===== config.mk =====
export PLATFORM = sky130hd
export DESIGN_NAME = demux3to8_p
export DESIGN_NICKNAME = d
export VERILOG_FILES = /design/src/rtl/demux3to8_p_pkg.sv /design/src/rtl/demux3to8_p_hold_tmr.sv /design/src/rtl/demux3to8_p.sv
export SDC_FILE = /design/constraint.sdc
export NUM_CORES = 1
export LEC_CHECK = 0
export ABC_AREA = 1
export BUFFER_PORTS_ARGS = -buffer_cell sky130_fd_sc_hd__buf_2
export CORE_UTILIZATION = 55
export CTS_CLUSTER_SIZE = 30
export DETAILED_ROUTE_END_ITERATION = 8
export HOLD_SLACK_MARGIN = 0.1
export PLACE_DENSITY = 0.84
export REMOVE_ABC_BUFFERS = 1
export SLEW_MARGIN = 10
export SYNTH_ARGS = -nofsm -noshare
export SYNTH_HDL_FRONTEND = slang
export SYNTH_HIERARCHICAL = 1
export SYNTH_SLANG_ARGS = --single-unit

===== constraint.sdc =====
create_clock -name clk -period 3.15 [get_ports clk]
set_clock_uncertainty 0.15 [all_clocks]
set_input_delay 0.1575 -clock clk [delete_from_list [all_inputs] [get_ports clk]]
set_output_delay 0.1575 -clock clk [all_outputs]
set_load 0.01 [all_outputs]

===== src/rtl/demux3to8_p_pkg.sv =====
// Shared types and constants for the 3-to-8 line reconstruction demux.
// FSM states, idle output pattern, and encoder flag-pair encodings {Yex, Ys}.
package demux3to8_p_pkg;

    typedef enum logic [1:0] {
        IDLE = 2'd0,
        HOLD = 2'd1,
        GAP  = 2'd2
    } state_t;

    localparam logic [7:0] DOUT_IDLE = 8'hFF;

    typedef enum logic [1:0] {
        ILLEGAL  = 2'b00,
        VALID    = 2'b01,
        EMPTY    = 2'b10,
        DISABLED = 2'b11
    } flags_t;

    // Code 0 drives dout[7] low, code 7 drives dout[0] low.
    function automatic logic [7:0] line_low(input logic [2:0] code);
        logic [7:0] pat;
        pat = DOUT_IDLE;
        pat[3'd7 - code] = 1'b0;
        return pat;
    endfunction

endpackage


===== src/rtl/demux3to8_p_hold_tmr.sv =====
// Load/decrement hold timer; flags the final hold cycle and saturates at zero.
module hold_tmr #(
    parameter int CNT_W    = 3,
    parameter int LOAD_VAL = 4
) (
    input  logic clk,
    input  logic rst,
    input  logic clr,
    input  logic load,
    input  logic dec,
    output logic last
);

    logic [CNT_W-1:0] cnt_r;

    // Counter register: clear beats load beats decrement; never wraps below zero.
    always_ff @(posedge clk) begin
        if (rst) begin
            cnt_r <= {CNT_W{1'b0}};
        end else if (clr) begin
            cnt_r <= {CNT_W{1'b0}};
        end else if (load) begin
            cnt_r <= CNT_W'(LOAD_VAL);
        end else if (dec && (cnt_r != {CNT_W{1'b0}})) begin
            cnt_r <= cnt_r - CNT_W'(1);
        end else begin
            cnt_r <= cnt_r;
        end
    end

    assign last = (cnt_r == CNT_W'(1));

endmodule


===== src/rtl/demux3to8_p.sv =====
// Rebuilds one-hot-low lines from an 8-to-3 priority encoder's code and flags.
// Optional macro DEMUX_RETRIG_EN allows a new valid code to retrigger during HOLD.
module demux3to8_p
    import demux3to8_p_pkg::*;
#(
    parameter int HOLD_CYC = 4
) (
    input  logic       clk,
    input  logic       rst,
    input  logic       sel,
    input  logic [2:0] din,
    input  logic       Ys,
    input  logic       Yex,
    input  logic       in_vld,
    output logic       in_rdy,
    output logic [7:0] dout,
    output logic       busy,
    output logic       err
);

    localparam int CNT_W = $clog2(HOLD_CYC + 1);

    state_t     state_r;
    logic [7:0] dout_r;
    logic       busy_r;
    logic       err_r;

    flags_t     flags_s;
    logic       in_rdy_s;
    logic       xfer_s;
    logic       tmr_load_s;
    logic       tmr_dec_s;
    logic       tmr_last_s;

    assign flags_s = flags_t'({Yex, Ys});

    // Ready qualification; with retrigger the block also listens while holding.
    always_comb begin
        in_rdy_s = 1'b0;
        if (rst || sel) begin
            in_rdy_s = 1'b0;
        end else begin
`ifdef DEMUX_RETRIG_EN
            in_rdy_s = (state_r == IDLE) || (state_r == HOLD);
`else
            in_rdy_s = (state_r == IDLE);
`endif
        end
    end

    // Timer controls derived from the current transfer and state.
    always_comb begin
        xfer_s     = in_vld && in_rdy_s;
        tmr_load_s = 1'b0;
        tmr_dec_s  = 1'b0;
        if (xfer_s && (flags_s == VALID)) begin
            tmr_load_s = 1'b1;
        end else begin
            tmr_dec_s = (state_r == HOLD);
        end
    end

    hold_tmr #(
        .CNT_W    (CNT_W),
        .LOAD_VAL (HOLD_CYC)
    ) u_hold_tmr (
        .clk  (clk),
        .rst  (rst),
        .clr  (sel),
        .load (tmr_load_s),
        .dec  (tmr_dec_s),
        .last (tmr_last_s)
    );

    // Main FSM with registered line, busy and sticky error outputs.
    always_ff @(posedge clk) begin
        if (rst) begin
            state_r <= IDLE;
            dout_r  <= DOUT_IDLE;
            busy_r  <= 1'b0;
            err_r   <= 1'b0;
        end else if (sel) begin
            state_r <= IDLE;
            dout_r  <= DOUT_IDLE;
            busy_r  <= 1'b0;
            err_r   <= err_r;
        end else begin
            case (state_r)
                IDLE: begin
                    if (xfer_s && (flags_s == VALID)) begin
                        state_r <= HOLD;
                        dout_r  <= line_low(din);
                        busy_r  <= 1'b1;
                        err_r   <= err_r;
                    end else if (xfer_s && (flags_s == ILLEGAL)) begin
                        state_r <= IDLE;
                        dout_r  <= DOUT_IDLE;
                        busy_r  <= 1'b0;
                        err_r   <= 1'b1;
                    end else begin
                        state_r <= IDLE;
                        dout_r  <= DOUT_IDLE;
                        busy_r  <= 1'b0;
                        err_r   <= err_r;
                    end
                end
                HOLD: begin
                    // A transfer here only happens in the retrigger build.
                    err_r <= (xfer_s && (flags_s == ILLEGAL)) ? 1'b1 : err_r;
                    if (tmr_load_s) begin
                        state_r <= HOLD;
                        dout_r  <= line_low(din);
                        busy_r  <= 1'b1;
                    end else if (tmr_last_s) begin
                        state_r <= GAP;
                        dout_r  <= DOUT_IDLE;
                        busy_r  <= 1'b1;
                    end else begin
                        state_r <= HOLD;
                        dout_r  <= dout_r;
                        busy_r  <= 1'b1;
                    end
                end
                GAP: begin
                    state_r <= IDLE;
                    dout_r  <= DOUT_IDLE;
                    busy_r  <= 1'b0;
                    err_r   <= err_r;
                end
                default: begin
                    state_r <= IDLE;
                    dout_r  <= DOUT_IDLE;
                    busy_r  <= 1'b0;
                    err_r   <= err_r;
                end
            endcase
        end
    end

    assign in_rdy = in_rdy_s;
    assign dout   = dout_r;
    assign busy   = busy_r;
    assign err    = err_r;

endmodule


## Word level (Yosys, flattened, before mapping)

Index checks and enable logic that the tools add are counted.

| cells by class | value |
|---|---|
| add/subtract/negate cells | 2 |
| multipliers | 0 |
| div/mod/pow operators | 0 |
| magnitude comparators | 2 |
| eq/ne operators | 5 |
| shift-type cells | 0 |
| multiplexer cells | 19 |
| bitwise operators | 2 |
| reductions and logical operators | 14 |

Operators by type and width:

| cell | number |
|---|---|
| two-way mux 8 bit | 3 |
| one-hot mux 8 bit (2 select lines) | 1 |
| NOT 8 bit | 1 |
| two-way mux 1 bit | 7 |
| two-way mux 3 bit | 2 |
| logical AND 1 bit | 5 |
| == test 2 x 1 -> 1 bit (second input constant) | 2 |
| zero test 2 bit | 2 |
| < comparator 3 x 4 -> 1 bit (second input constant) | 1 |
| two-way mux 2 bit | 2 |
| one-hot mux 1 bit (2 select lines) | 2 |
| one-hot mux 2 bit (2 select lines) | 1 |
| nonzero test 2 bit | 2 |
| demux 1 bit (select 3 bit) | 1 |
| == test 3 x 1 -> 1 bit (second input constant) | 1 |
| greater-or-equal comparator 3 x 1 -> 1 bit (second input constant) | 1 |
| != test 3 bit (second input constant) | 1 |
| AND reduction 3 bit | 1 |
| nonzero test 3 bit | 1 |
| OR reduction 3 bit | 1 |
| subtractor 3 x 1 -> 3 bit (second input constant) | 1 |
| subtractor 3 bit (first input constant) | 1 |
| != test 2 bit (second input constant) | 1 |
| OR reduction 2 bit | 1 |
| other kinds (2) | 2 |

| word-level totals | value |
|---|---|
| register bits after elaboration | 15 |
| bits in latches | 0 |
| RAM bits | 0 |
| ROM bits | 0 |
| bits of input ports | 9 |
| output and inout port bits | 11 |
| memories | 0 |

## Depth between registers and ports, before layout

Gate-level depths: netlist (run 1).

| depth | value |
|---|---|
| word-level depth | 8 |
| depth in mapped cells | 9 |
| mapped depth without buffers | 9 |

## Modules after synthesis

Netlist (run 1), hierarchy kept.

Modules (own cells, without submodules):

| module | instances | cells an instance | area each (sq um) | sequential area each (sq um) |
|---|---|---|---|---|
| demux3to8_p | 1 | 81 | 605.6 | 240.2 |
| hold_tmr | 1 | 33 | 229.0 | 60.1 |

## Worst setup path after synthesis (run 1)

Ideal clock, no wire load.

| path | value |
|---|---|
| path type | reg2reg |
| start point | register u_hold_tmr.cnt_r[1] |
| end point | register dout_r[0], in the netlist dout[0] |
| setup time | 115 ps |
| arrival | 1,091 ps |
| path slack | 1,795 ps |
| stages on the path, launching flop included | 8 |
| buffers on the path | 0 |
| clock period less this slack | 1,355 ps |
| path through | dfxtp_1 -> inv_1 -> ha_1 -> inv_1 -> nor2_1 -> nor2_8 -> a21oi_1 -> nand2_1 |

| between the ends | value |
|---|---|
| cells in the longest elaborated chain, start to end | 2 |

Ends and longest elaborated chain:

| what | line | RTL |
|---|---|---|
| from (decl) | demux3to8_p_hold_tmr.sv:14 | `logic [CNT_W-1:0] cnt_r;` |
| from (signal assigned) | demux3to8_p_hold_tmr.sv:19 | `cnt_r <= {CNT_W{1'b0}};` |
| from (signal assigned) | demux3to8_p_hold_tmr.sv:21 | `cnt_r <= {CNT_W{1'b0}};` |
| from (signal assigned) | demux3to8_p_hold_tmr.sv:23 | `cnt_r <= CNT_W'(LOAD_VAL);` |
| == test 3 x 1 -> 1 bit | demux3to8_p_hold_tmr.sv:31 | `assign last = (cnt_r == CNT_W'(1));` |
| via tmr_last_s | demux3to8_p.sv:33 | `logic tmr_last_s;` |
| != test 3 bit (no source line) | - |  |
| to (signal assigned) | demux3to8_p.sv:92 | `dout_r <= line_low(din);` |
| to (signal assigned) | demux3to8_p.sv:112 | `dout_r <= line_low(din);` |
| to (signal assigned) | demux3to8_p.sv:120 | `dout_r <= dout_r;` |
| to (decl) | demux3to8_p.sv:24 | `logic [7:0] dout_r;` |

The timed path passes the listed nets, and every way through them passes these cells.
A chain may end at the register's enable or synchronous reset.

## Worst setup path in the final report (run 1)

| path | value |
|---|---|
| start point | input port rst |
| end point | register err_r, in the netlist err |

| between the ends | value |
|---|---|
| cells in the longest elaborated chain, start to end | 7 |

Ends and longest elaborated chain:

| what | line | RTL |
|---|---|---|
| from (decl) | demux3to8_p.sv:9 | `input logic rst,` |
| logical OR 1 bit | demux3to8_p.sv:40 | `if (rst \|\| sel) begin` |
| two-way mux 1 bit | demux3to8_p.sv:40 |  |
| logical AND 1 bit | demux3to8_p.sv:53 | `xfer_s = in_vld && in_rdy_s;` |
| logical AND 1 bit | demux3to8_p.sv:95, demux3to8_p.sv:109 |  |
| two-way mux 1 bit (2 in series) | - |  |
| one-hot mux 1 bit (2 select lines) | - |  |
| to (signal assigned) | demux3to8_p.sv:94 | `err_r <= err_r;` |
| to (signal assigned) | demux3to8_p.sv:104 | `err_r <= err_r;` |
| to (signal assigned) | demux3to8_p.sv:109 | `err_r <= (xfer_s && (flags_s == ILLEGAL)) ? 1'b1 : err_r;` |
| to (decl) | demux3to8_p.sv:26 | `logic err_r;` |

Parallel ways exist; a longest one is shown, timed or not. The select of a mux whose other input is x is not followed.

==> results.sh, run 1 <==
export IMPL_die_h_um=41.0
export IMPL_grt_usage_pct=24.7
export IMPL_holdCritPathClass="input port to flip-flop"
export IMPL_crit_slowest_cell="dlygate4sd3_1"
export IMPL_yosysWarnings=6
export IMPL_io_buffers=19
export IMPL_rows=13
export IMPL_dp_cells=148
export IMPL_dpl_instance_area_um2=948
export IMPL_reg2reg_from="state_r[1]"
export IMPL_first_pass_iters=4
export IMPL_synth_area_um2=835
export IMPL_critical_path_class="input port to flip-flop"
export IMPL_synth_top_cell_area_share_pct=36.0
export IMPL_clk_latency_ns=0.28
export IMPL_cp_max_fo=10
export IMPL_synthFlopType="dfxtp_1"
export IMPL_ff2ff_path_depth=6
export IMPL_grt_pass1_vias=613
export IMPL_peakVddDrop_mv=0.265
export IMPL_drc=0
export IMPL_ant_nets=0
export IMPL_r2r_end="err"
export IMPL_grt_overflow=0
export IMPL_yosysTopAreaCell="dfxtp_1"
export IMPL_htreeDepth=1
export IMPL_ios=20
export IMPL_final_cell_area_mm2=0.00102
export IMPL_drt_iter0_drc=16
export IMPL_fin_crit_ns=2.00
export IMPL_synth_distinct_cells=18
export IMPL_gp_congestion=0.886
export IMPL_core_area_mm2=0.00135
export IMPL_crit_chain="dlygate4sd3_1 -> buf_2 -> nor2_4 -> nand2_4 -> nor2_8 -> a21oi_1 -> nor2_1 -> dlygate4sd3_1"
export IMPL_arrival_ns=2.07
export IMPL_start_util_pct=61.8
export IMPL_nets=155
export IMPL_syn_inst=114
export IMPL_die_area_mm2=0.00168
export IMPL_start_kind="input port"
export IMPL_finalMaxSlewViolations=0
export IMPL_critPathBufInv=3
export IMPL_ys_ff_latch=15
export IMPL_synth_seq_area_share_pct=36.0
export IMPL_final_cells=157
export IMPL_routed_via_density=4.91
export IMPL_n_fill_cell=102
export IMPL_antenna_cells=0
export IMPL_cts_tree="yes"
export IMPL_endpoint_kind="flip-flop"
export IMPL_area_growth_syn_to_layout_pct=22.8
export IMPL_cts_root_buf="clkbuf_4"
export IMPL_yosysMostFrequentCell="nand2_1"
export IMPL_ys_top_cells_by_area="dfxtp_1, nand2_1, nand3_1, inv_1, nor2_1"
export IMPL_yosys_top_cells_count="nand2_1, inv_1, dfxtp_1, nor2_1, nand3_1"
export IMPL_drive_above_1_share_pct=27.5
export IMPL_hp_start="din[1]"
export IMPL_hpwl_um=1160
export IMPL_clkSlewWorstSetupHoldPaths_ns=0.08
export IMPL_hold_viol_final=0
export IMPL_postCtsResizedCells=0
export IMPL_final_period_utilization_pct=63.4
export IMPL_slew_headroom_pct=72.7
export IMPL_hold_depth=6
export IMPL_fin_hold_ws_ns=0.148
export IMPL_synth_edff_count=0
export IMPL_clock_path_buffers=2
export IMPL_antenna_found_initial=0
export IMPL_synthArstFlopShare_pct=0
export IMPL_cpMostUsedCell="dlygate4sd3_1"
export IMPL_outcome="finished, final reports clean"
export IMPL_wl_um=1570
export IMPL_hold_end="dout[4]"
export IMPL_fin_setup_tns_ns=0
export IMPL_wire_per_inst_um=10.0
export IMPL_maxCapViolCount=0
export IMPL_syn_area_per_cell_um2=7.32
export IMPL_rsz0062_at_grt="false"
export IMPL_die_w_um=41.0
export IMPL_cts_sink_count=15
export IMPL_slowest_delay_ns=0.56
export IMPL_reg2reg_slack_ns=1.46
export IMPL_powerDensity_mw_per_mm2=329
export IMPL_finalSetupViolCount=0
export IMPL_grt_pass1_wl_um=2600
export IMPL_crit_required_ns=3.22
export IMPL_fmax_ghz=0.500
export IMPL_path_delay_family="buffers and inverters"
export IMPL_p_leak_nw=0.510
export IMPL_grt_start_max_net_pins=11
export IMPL_cts_made_buffers=3
export IMPL_vias=771
export IMPL_worstMarginPinSlew_ns=0.409
-- worst min-delay path, stage by stage --
cell and delay, ns:
buf_2 0.11, nand2_1 0.08, nor2_1 0.04, nand3_1 0.07, nand2_1 0.05, nand2_1 0.04
-- worst max path at each step --
stage / startpoint / to / slack (ns) / cells past startpoint
6_report: rst / err / 1.15 / 8
5_1_grt: rst / err / 1.10 / 8
4_1_cts: sel / err / 1.19 / 8
3_5_place_dp: u_hold_tmr/cnt_r[1] / dout[3] / 1.69 / 7
3_3_place_gp: u_hold_tmr/cnt_r[1] / state_r[0] / 1.75 / 7
2_1_floorplan: u_hold_tmr/cnt_r[1] / dout[0] / 1.79 / 7
-- sequential cells by signal, indices dropped and copies added, names as in the netlist --
register / count
u_hold_tmr/cnt_r: 3
busy: 1
err: 1
state_r: 2
dout: 8
-- routing by layer --
metal	share of wire, %	global-route usage, %
met2	46	36.3
met5	0	0
met4	0.70	12.5
met1	46	31.7
met3	7.3	8.15
-- placed cells by master (no fill, tap or decap), drive strengths merged --
master	Yosys	layout
inv	21	21
nor3b	1	1
buf	0	19
clkbuf	0	4
nor2	21	21
o21ai	1	1
nand2	28	28
nand3	14	14
nand4	1	1
a21oi	8	8
dlygate4sd3	0	5
a21boi	1	1
ha	3	3
dfxtp	15	15
-- report_power, final --
group / switching, mW / total, mW / internal (mW)
Sequential: 0.000497 / 0.191 / 0.190
Combinational: 0.0238 / 0.0389 / 0.0151
Clock: 0.0586 / 0.108 / 0.0491
Total: 0.0829 / 0.337 / 0.255
-- cell families (layout without fill, tap and decap cells) --
| logic type | Yosys count | after routing | share of synthesized area, % |
|---|---|---|---|
| and+or+nand+nor | 65 | 65 | 40.8 |
| DFF | 15 | 15 | 36.0 |
| buffers and inverters | 21 | 49 | 9.75 |
| adders and majority gates | 3 | 3 | 4.50 |
| AOI/OAI and AO/OA | 10 | 10 | 9.00 |
-- final cells by class --
type / count / area (um2) / share of cell area [%]
well taps: 15 / 18.8 / 1.83
inverters: 21 / 81.3 / 7.94
multi-input cells: 78 / 453 / 44.2
repair buffers: 24 / 145 / 14.2
flip-flops and latches: 15 / 300 / 29.3
clock buffers: 4 / 26.3 / 2.56
-- stage by stage --
stage	power, mW	util [%]	setup WS, ns
2_1_floorplan	0.217	-	1.79
3_3_place_gp	0.228	70.3	1.75
3_5_place_dp	0.229	70.3	1.69
4_1_cts	0.340	75.9	1.19
5_1_grt	0.357	75.9	1.10
6_report	0.337	75.9	1.15
-- timing repair --
item	CTS	global route
hold endpoints to repair	11	0
hold buffers	5	0
setup buffers	0	0
No activity file was read; power rests on OpenSTA's default activity.
==> run 2, diff against run 1 <==
- ABC_AREA: 1 -> 0
- CORE_UTILIZATION: 55 -> 48
- PLACE_DENSITY: 0.84 -> 0.77
- clock period: 3.15 -> 1.9 ns (I/O delays scaled with it)
==> run 2 against run 1 <==
Against the previous run:
- sequential share of layout area increased by 4.0 points
- count of clock-buffer cells in the layout did not move
- combinational power rose by 41%
- highest routed layer unchanged
- synthesized cell count decreased by 42%
- via count is 22% lower
- clock power is 69% higher
- utilization decreased by 6.7 points
- synthesized area fell by 19%
- die area is 7.4% lower
- flip-flop and latch count is the same
- critical path type unchanged
- sequential power up 66%
==> results.sh, run 2 <==
export IMPL_outcome="finished, final reports clean"
export IMPL_io_buffers=19
export IMPL_multi_input_area_um2=353
export IMPL_clock_path_buffers=2
export IMPL_fin_crit_ns=1.77
export IMPL_syn_inst=66
export IMPL_regArea_um2=300
export IMPL_arrival_ns=1.84
export IMPL_htreeDepth=1
export IMPL_area_growth_syn_to_layout_pct=34.1
export IMPL_critPathBufInv=3
export IMPL_slowest_delay_ns=0.57
export IMPL_finalSetupViolCount=0
export IMPL_clkSlewWorstSetupHoldPaths_ns=0.08
export IMPL_grt_pass1_vias=539
export IMPL_first_pass_iters=2
export IMPL_antenna_cells=0
export IMPL_crit_chain="dlygate4sd3_1 -> buf_2 -> nor4b_4 -> a21oi_1 -> dlygate4sd3_1 -> nor2_1"
export IMPL_wl_um=1320
export IMPL_intPower_mw=0.428
export IMPL_grt_overflow=0
export IMPL_synthArstFlopShare_pct=0
export IMPL_clockPowerShare_pct=32.8
export IMPL_clk_latency_ns=0.28
export IMPL_p_sw_mw=0.126
export IMPL_start_kind="input port"
export IMPL_synthFlopType="dfxtp_1"
export IMPL_drc=0
export IMPL_finalMaxSlewViolations=0
export IMPL_ys_top_cells_by_area="dfxtp_1, ha_1, a2bb2oi_1, and3_1, nor4b_4"
export IMPL_critical_path_class="input port to flip-flop"
export IMPL_ys_ff_latch=15
export IMPL_gp_congestion=0.670
export IMPL_grt_start_max_net_pins=9
export IMPL_cp_max_fo=5
export IMPL_layout_common_cells="buf_2, dfxtp_1, dlygate4sd3_1, nor2_1"
export IMPL_grt_usage_pct=20.9
export IMPL_cpMostUsedCell="dlygate4sd3_1"
export IMPL_crit_slowest_cell="dlygate4sd3_1"
export IMPL_die_area_mm2=0.00155
export IMPL_rsz0062_at_grt="false"
export IMPL_die_w_um=39.4
export IMPL_synth_top_cell_area_share_pct=44.7
export IMPL_hold_viol_final=0
export IMPL_holdCritPathClass="input port to flip-flop"
export IMPL_fmax_ghz=0.566
export IMPL_synth_distinct_cells=27
export IMPL_final_cells=113
export IMPL_n_fill_cell=103
export IMPL_vias=605
export IMPL_start_util_pct=51.6
export IMPL_ios=20
export IMPL_cts_sink_count=15
export IMPL_p_leak_nw=0.371
export IMPL_dp_cells=99
export IMPL_topRoutingLayerUsed="met4"
export IMPL_powerDensity_mw_per_mm2=614
export IMPL_dr_wl_met3_um=54
export IMPL_wire_per_inst_um=11.7
export IMPL_core_area_mm2=0.00130
export IMPL_cts_made_buffers=3
export IMPL_ant_nets=0
export IMPL_yosysTopAreaCell="dfxtp_1"
export IMPL_grt_pass1_wl_um=2150
export IMPL_slew_headroom_pct=78.3
export IMPL_yosysWarnings=6
export IMPL_routed_via_density=5.35
export IMPL_final_period_utilization_pct=93.0
export IMPL_synth_seq_area_share_pct=44.7
export IMPL_p_sw_share_pct=22.7
export IMPL_wl_met2_um=646
export IMPL_peakVddDrop_mv=0.448
export IMPL_drt_iter0_drc=14
export IMPL_antenna_found_initial=0
export IMPL_cts_setup_buffers=0
export IMPL_fin_setup_tns_ns=0
export IMPL_sequentialPowerShare_pct=57.3
export IMPL_hpwl_um=908
export IMPL_pwr_share_comb_pct=9.9
export IMPL_synth_area_um2=672
export IMPL_drive_above_1_share_pct=25.5
export IMPL_wl_met1_um=612
export IMPL_crit_required_ns=1.97
export IMPL_endpoint_kind="flip-flop"
export IMPL_syn_area_per_cell_um2=10.2
export IMPL_nets=111
export IMPL_largest_reg_flops=8
export IMPL_maxCapViolCount=0
export IMPL_postCtsResizedCells=0
export IMPL_fin_hold_ws_ns=0.142
export IMPL_rows=13
export IMPL_cts_root_buf="clkbuf_4"
export IMPL_layout_commonest_cell="buf_2"
export IMPL_yosysMostFrequentCell="dfxtp_1"
export IMPL_path_delay_family="buffers and inverters"
export IMPL_die_h_um=39.4
export IMPL_cts_tree="yes"
export IMPL_synth_edff_count=0
export IMPL_yosys_top_cells_count="dfxtp_1, nor2_1, a21oi_1, a2bb2oi_1, and3_1"
export IMPL_worstMarginPinSlew_ns=0.324
## run 2: cell count changes after synthesis, sizes merged, moves of 4 or more
cell and change:
a21oi -4, nor2 -15, nor3 +4, and3 +4, inv -19, a2bb2oi +4, nand2 -26, nand3 -12
## run 2: metal layers
layer,track usage (%),vias to the layer above
li1,-,310
met1,24.8,278
met2,33.2,15
met3,5.11,2
met4,12.9,0
met5,0,-
## run 2: worst paths after layout
| kind | slack, ns | end | start | cells past startpoint |
|---|---|---|---|---|
| max | 0.13 | busy | Yex | 6 |
| min | 0.14 | dout[6] | in_vld | 4 |
| max reg2reg | 0.17 | busy | state_r[0] | 4 |
| min reg2reg | 0.32 | dout[2] | dout[2] | 1 |
## run 2: kinds of logic (layout without fill, tap and decap cells)
kind of cell / count (synthesis) / in the layout / share of synthesized area (%)
AO/OA/AOI/OAI: 16 / 16 / 18.4
adder cells (fa/ha/maj): 3 / 3 / 5.59
buffers and inverters: 3 / 35 / 2.79
flip-flops: 15 / 15 / 44.7
AND/OR/NAND/NOR: 29 / 29 / 28.5
## run 2: power groups by stage
stage	Sequential (mW)	Combinational [mW]	Clock, mW
CTS	0.317	0.0543	0.190
global route	0.317	0.0607	0.198
global placement	0.324	0.0392	0
finish	0.317	0.0548	0.182
detailed placement	0.324	0.0397	0
floorplan	0.325	0.0183	0
## run 2: worst register-to-register path: cells and delay by family, from the launching register on
kind            cells  cell delay [ns]
flops               1             0.38
simple gates        2             0.46
buf+inv             1             0.57
compound gates      1             0.12
## run 2: area by class of cell
cell class | count | share of cell area (%)
Sequential cell | 15 | 33.3
Clock buffer | 4 | 2.92
Tap cell | 15 | 2.08
Timing Repair Buffer | 29 | 21.7
Inverter | 2 | 0.833
Multi-Input combinational cell | 48 | 39.2
## run 2: stage by stage
stage          total power [mW]  utilization [%]  setup WS (ns)  cell area [um2]
6_report                  0.554             69.2          0.134              901
5_1_grt                   0.576             69.2         0.0498              901
4_1_cts                   0.561             69.2          0.163              901
3_5_place_dp              0.364             59.5          0.296              774
3_3_place_gp              0.364             59.5          0.302              774
2_1_floorplan             0.343                -          0.428              661
## run 2: timing repair
item,in CTS,in global routing
hold buffers,10,0
setup endpoints to repair,0,0
endpoints found under the hold margin,15,0
==> run 3, diff against run 2 <==
- CORE_MARGIN: default -> 5
==> run 3 against run 2 <==
Against the previous run:
- utilization down 1.6 points
- via count fell by 2.1%
- wire length up 5.0%
- fmax up 0.41%
- first-iteration DRC count decreased by 36%
- cell area shrank 1.1%
- sequential share of layout area up 0.37 points
- global-route usage is 5.9 points lower
- register-to-register slack is essentially flat
- final cell count shrank 0.88%
- critical path type unchanged
- critical endpoint unchanged
- highest routed layer unchanged
==> results.sh, run 3 (synthesized netlist as in run 2, its figures left out) <==
export IMPL_area_growth_syn_to_layout_pct=32.6
export IMPL_peakVddDrop_mv=0.322
export IMPL_p_sw_mw=0.124
export IMPL_grt_usage_pct=15.0
export IMPL_cts_sink_count=15
export IMPL_gp_congestion=0.750
export IMPL_largest_reg_flops=8
export IMPL_maxCapViolCount=0
export IMPL_final_cells=112
export IMPL_hold_depth=4
export IMPL_die_h_um=47.4
export IMPL_fin_setup_tns_ns=0
export IMPL_pwr_share_comb_pct=9.8
export IMPL_postCtsResizedCells=0
export IMPL_antenna_found_initial=0
export IMPL_first_pass_iters=2
export IMPL_hp_start="in_vld"
export IMPL_core_area_mm2=0.00132
export IMPL_finalMaxSlewViolations=0
export IMPL_nets=110
export IMPL_die_area_mm2=0.00225
export IMPL_holdCritPathClass="input port to flip-flop"
export IMPL_grt_pass1_wl_um=2350
export IMPL_ff2ff_path_depth=4
export IMPL_antenna_cells=0
export IMPL_vias=592
export IMPL_drc=0
export IMPL_rows=13
export IMPL_intPower_mw=0.427
export IMPL_layout_common_cells="buf_2, dfxtp_1, dlygate4sd3_1, nor2_1"
export IMPL_grt_pass1_vias=588
export IMPL_hold_viol_final=0
export IMPL_start_util_pct=51.0
export IMPL_finalSetupViolCount=0
export IMPL_reg2reg_slack_ns=0.18
export IMPL_final_cell_area_um2=891
export IMPL_io_buffers=19
export IMPL_dpl_instance_area_um2=774
export IMPL_clkSlewWorstSetupHoldPaths_ns=0.09
export IMPL_crit_required_ns=1.98
export IMPL_die_w_um=47.4
export IMPL_ios=20
export IMPL_endpoint_kind="flip-flop"
export IMPL_drive_above_1_share_pct=25.8
export IMPL_cp_max_fo=5
export IMPL_p_leak_nw=0.365
export IMPL_p_sw_share_pct=22.5
export IMPL_powerDensity_mw_per_mm2=618
export IMPL_fin_crit_ns=1.76
export IMPL_sequentialPowerShare_pct=57.6
export IMPL_r2r_end="busy"
export IMPL_grt_start_max_net_pins=9
export IMPL_routed_via_density=5.29
export IMPL_ant_nets=0
export IMPL_rsz0062_at_grt="false"
export IMPL_cts_root_buf="clkbuf_4"
export IMPL_arrival_ns=1.84
export IMPL_slew_headroom_pct=77.4
export IMPL_final_period_utilization_pct=92.6
export IMPL_fmax_ghz=0.569
export IMPL_clock_path_buffers=2
export IMPL_htreeDepth=1
export IMPL_cts_tree="yes"
export IMPL_reg2reg_from="state_r[0]"
export IMPL_worstMarginPinSlew_ns=0.337
export IMPL_cts_setup_buffers=0
export IMPL_hold_end="dout[6]"
export IMPL_cts_made_buffers=3
export IMPL_outcome="finished, final reports clean"
export IMPL_start_kind="input port"
export IMPL_wire_per_inst_um=12.4
export IMPL_clk_latency_ns=0.28
export IMPL_clockPowerShare_pct=32.6
export IMPL_wl_um=1390
export IMPL_hpwl_um=992
export IMPL_grt_overflow=0
export IMPL_dp_cells=99
export IMPL_drt_iter0_drc=9
export IMPL_critical_path_class="input port to flip-flop"
export IMPL_layout_commonest_cell="buf_2"
## run 3: changes by cell type in the layout (fill, tap and decap cells not counted), sizes merged
cell         previous run  this run
dlygate4sd3            10         9
## run 3: metal layers
metal	part of all wire [%]	wire length, um	vias up	global-route usage (%)
met4	1.5	21	0	6.63
met2	43	602	18	24.1
met3	8.9	124	4	6.02
met5	0	0	-	0
met1	46	642	263	17.6
li1	-	-	307	-
## run 3: critical path, stage by stage
cell and delay, ns:
dlygate4sd3_1 0.53, buf_2 0.13, nor4b_4 0.32, a21oi_1 0.11, dlygate4sd3_1 0.57, nor2_1 0.08
## run 3: repair_timing
action | CTS | global route
hold buffers | 9 | 0
endpoints found under the setup margin | 0 | 0
hold endpoints to repair | 15 | 0
## run 3: power groups by stage
stage / clock network [mW] / logic [mW] / registers [mW]
4_1_cts: 0.187 / 0.0543 / 0.317
3_3_place_gp: 0 / 0.0396 / 0.324
3_5_place_dp: 0 / 0.0405 / 0.324
5_1_grt: 0.201 / 0.0589 / 0.317
2_1_floorplan: 0 / 0.0183 / 0.325
6_report: 0.180 / 0.0541 / 0.317
## run 3: worst max-delay path by stage
stage,from,slack [ns],end,depth (start not counted)
after floorplan,state_r[0],0.43,u_hold_tmr/cnt_r[1],4
after global placement,state_r[0],0.31,u_hold_tmr/cnt_r[1],4
after detailed placement,state_r[0],0.32,u_hold_tmr/cnt_r[1],4
after CTS,Yex,0.15,busy,6
after global routing,Yex,0.08,busy,6
final,Yex,0.14,busy,6
## run 3: area by class of cell
type                       instances  area, um2
timing repair buffer              28        185
multi-input combinational         48        353
sequential                        15        300
tap                               15       18.8
fill                             106        427
clock buffer                       4       26.3
inverter                           2       7.51
## run 3: stage by stage
stage,setup slack (ns),power (mW),hold WS (ns),utilization [%]
6_report,0.141,0.551,0.130,67.6
5_1_grt,0.0753,0.577,0.133,67.6
4_1_cts,0.148,0.559,0.121,67.6
3_5_place_dp,0.322,0.365,0.208,58.8
3_3_place_gp,0.312,0.364,0.197,58.8
2_1_floorplan,0.428,0.343,0.0174,-
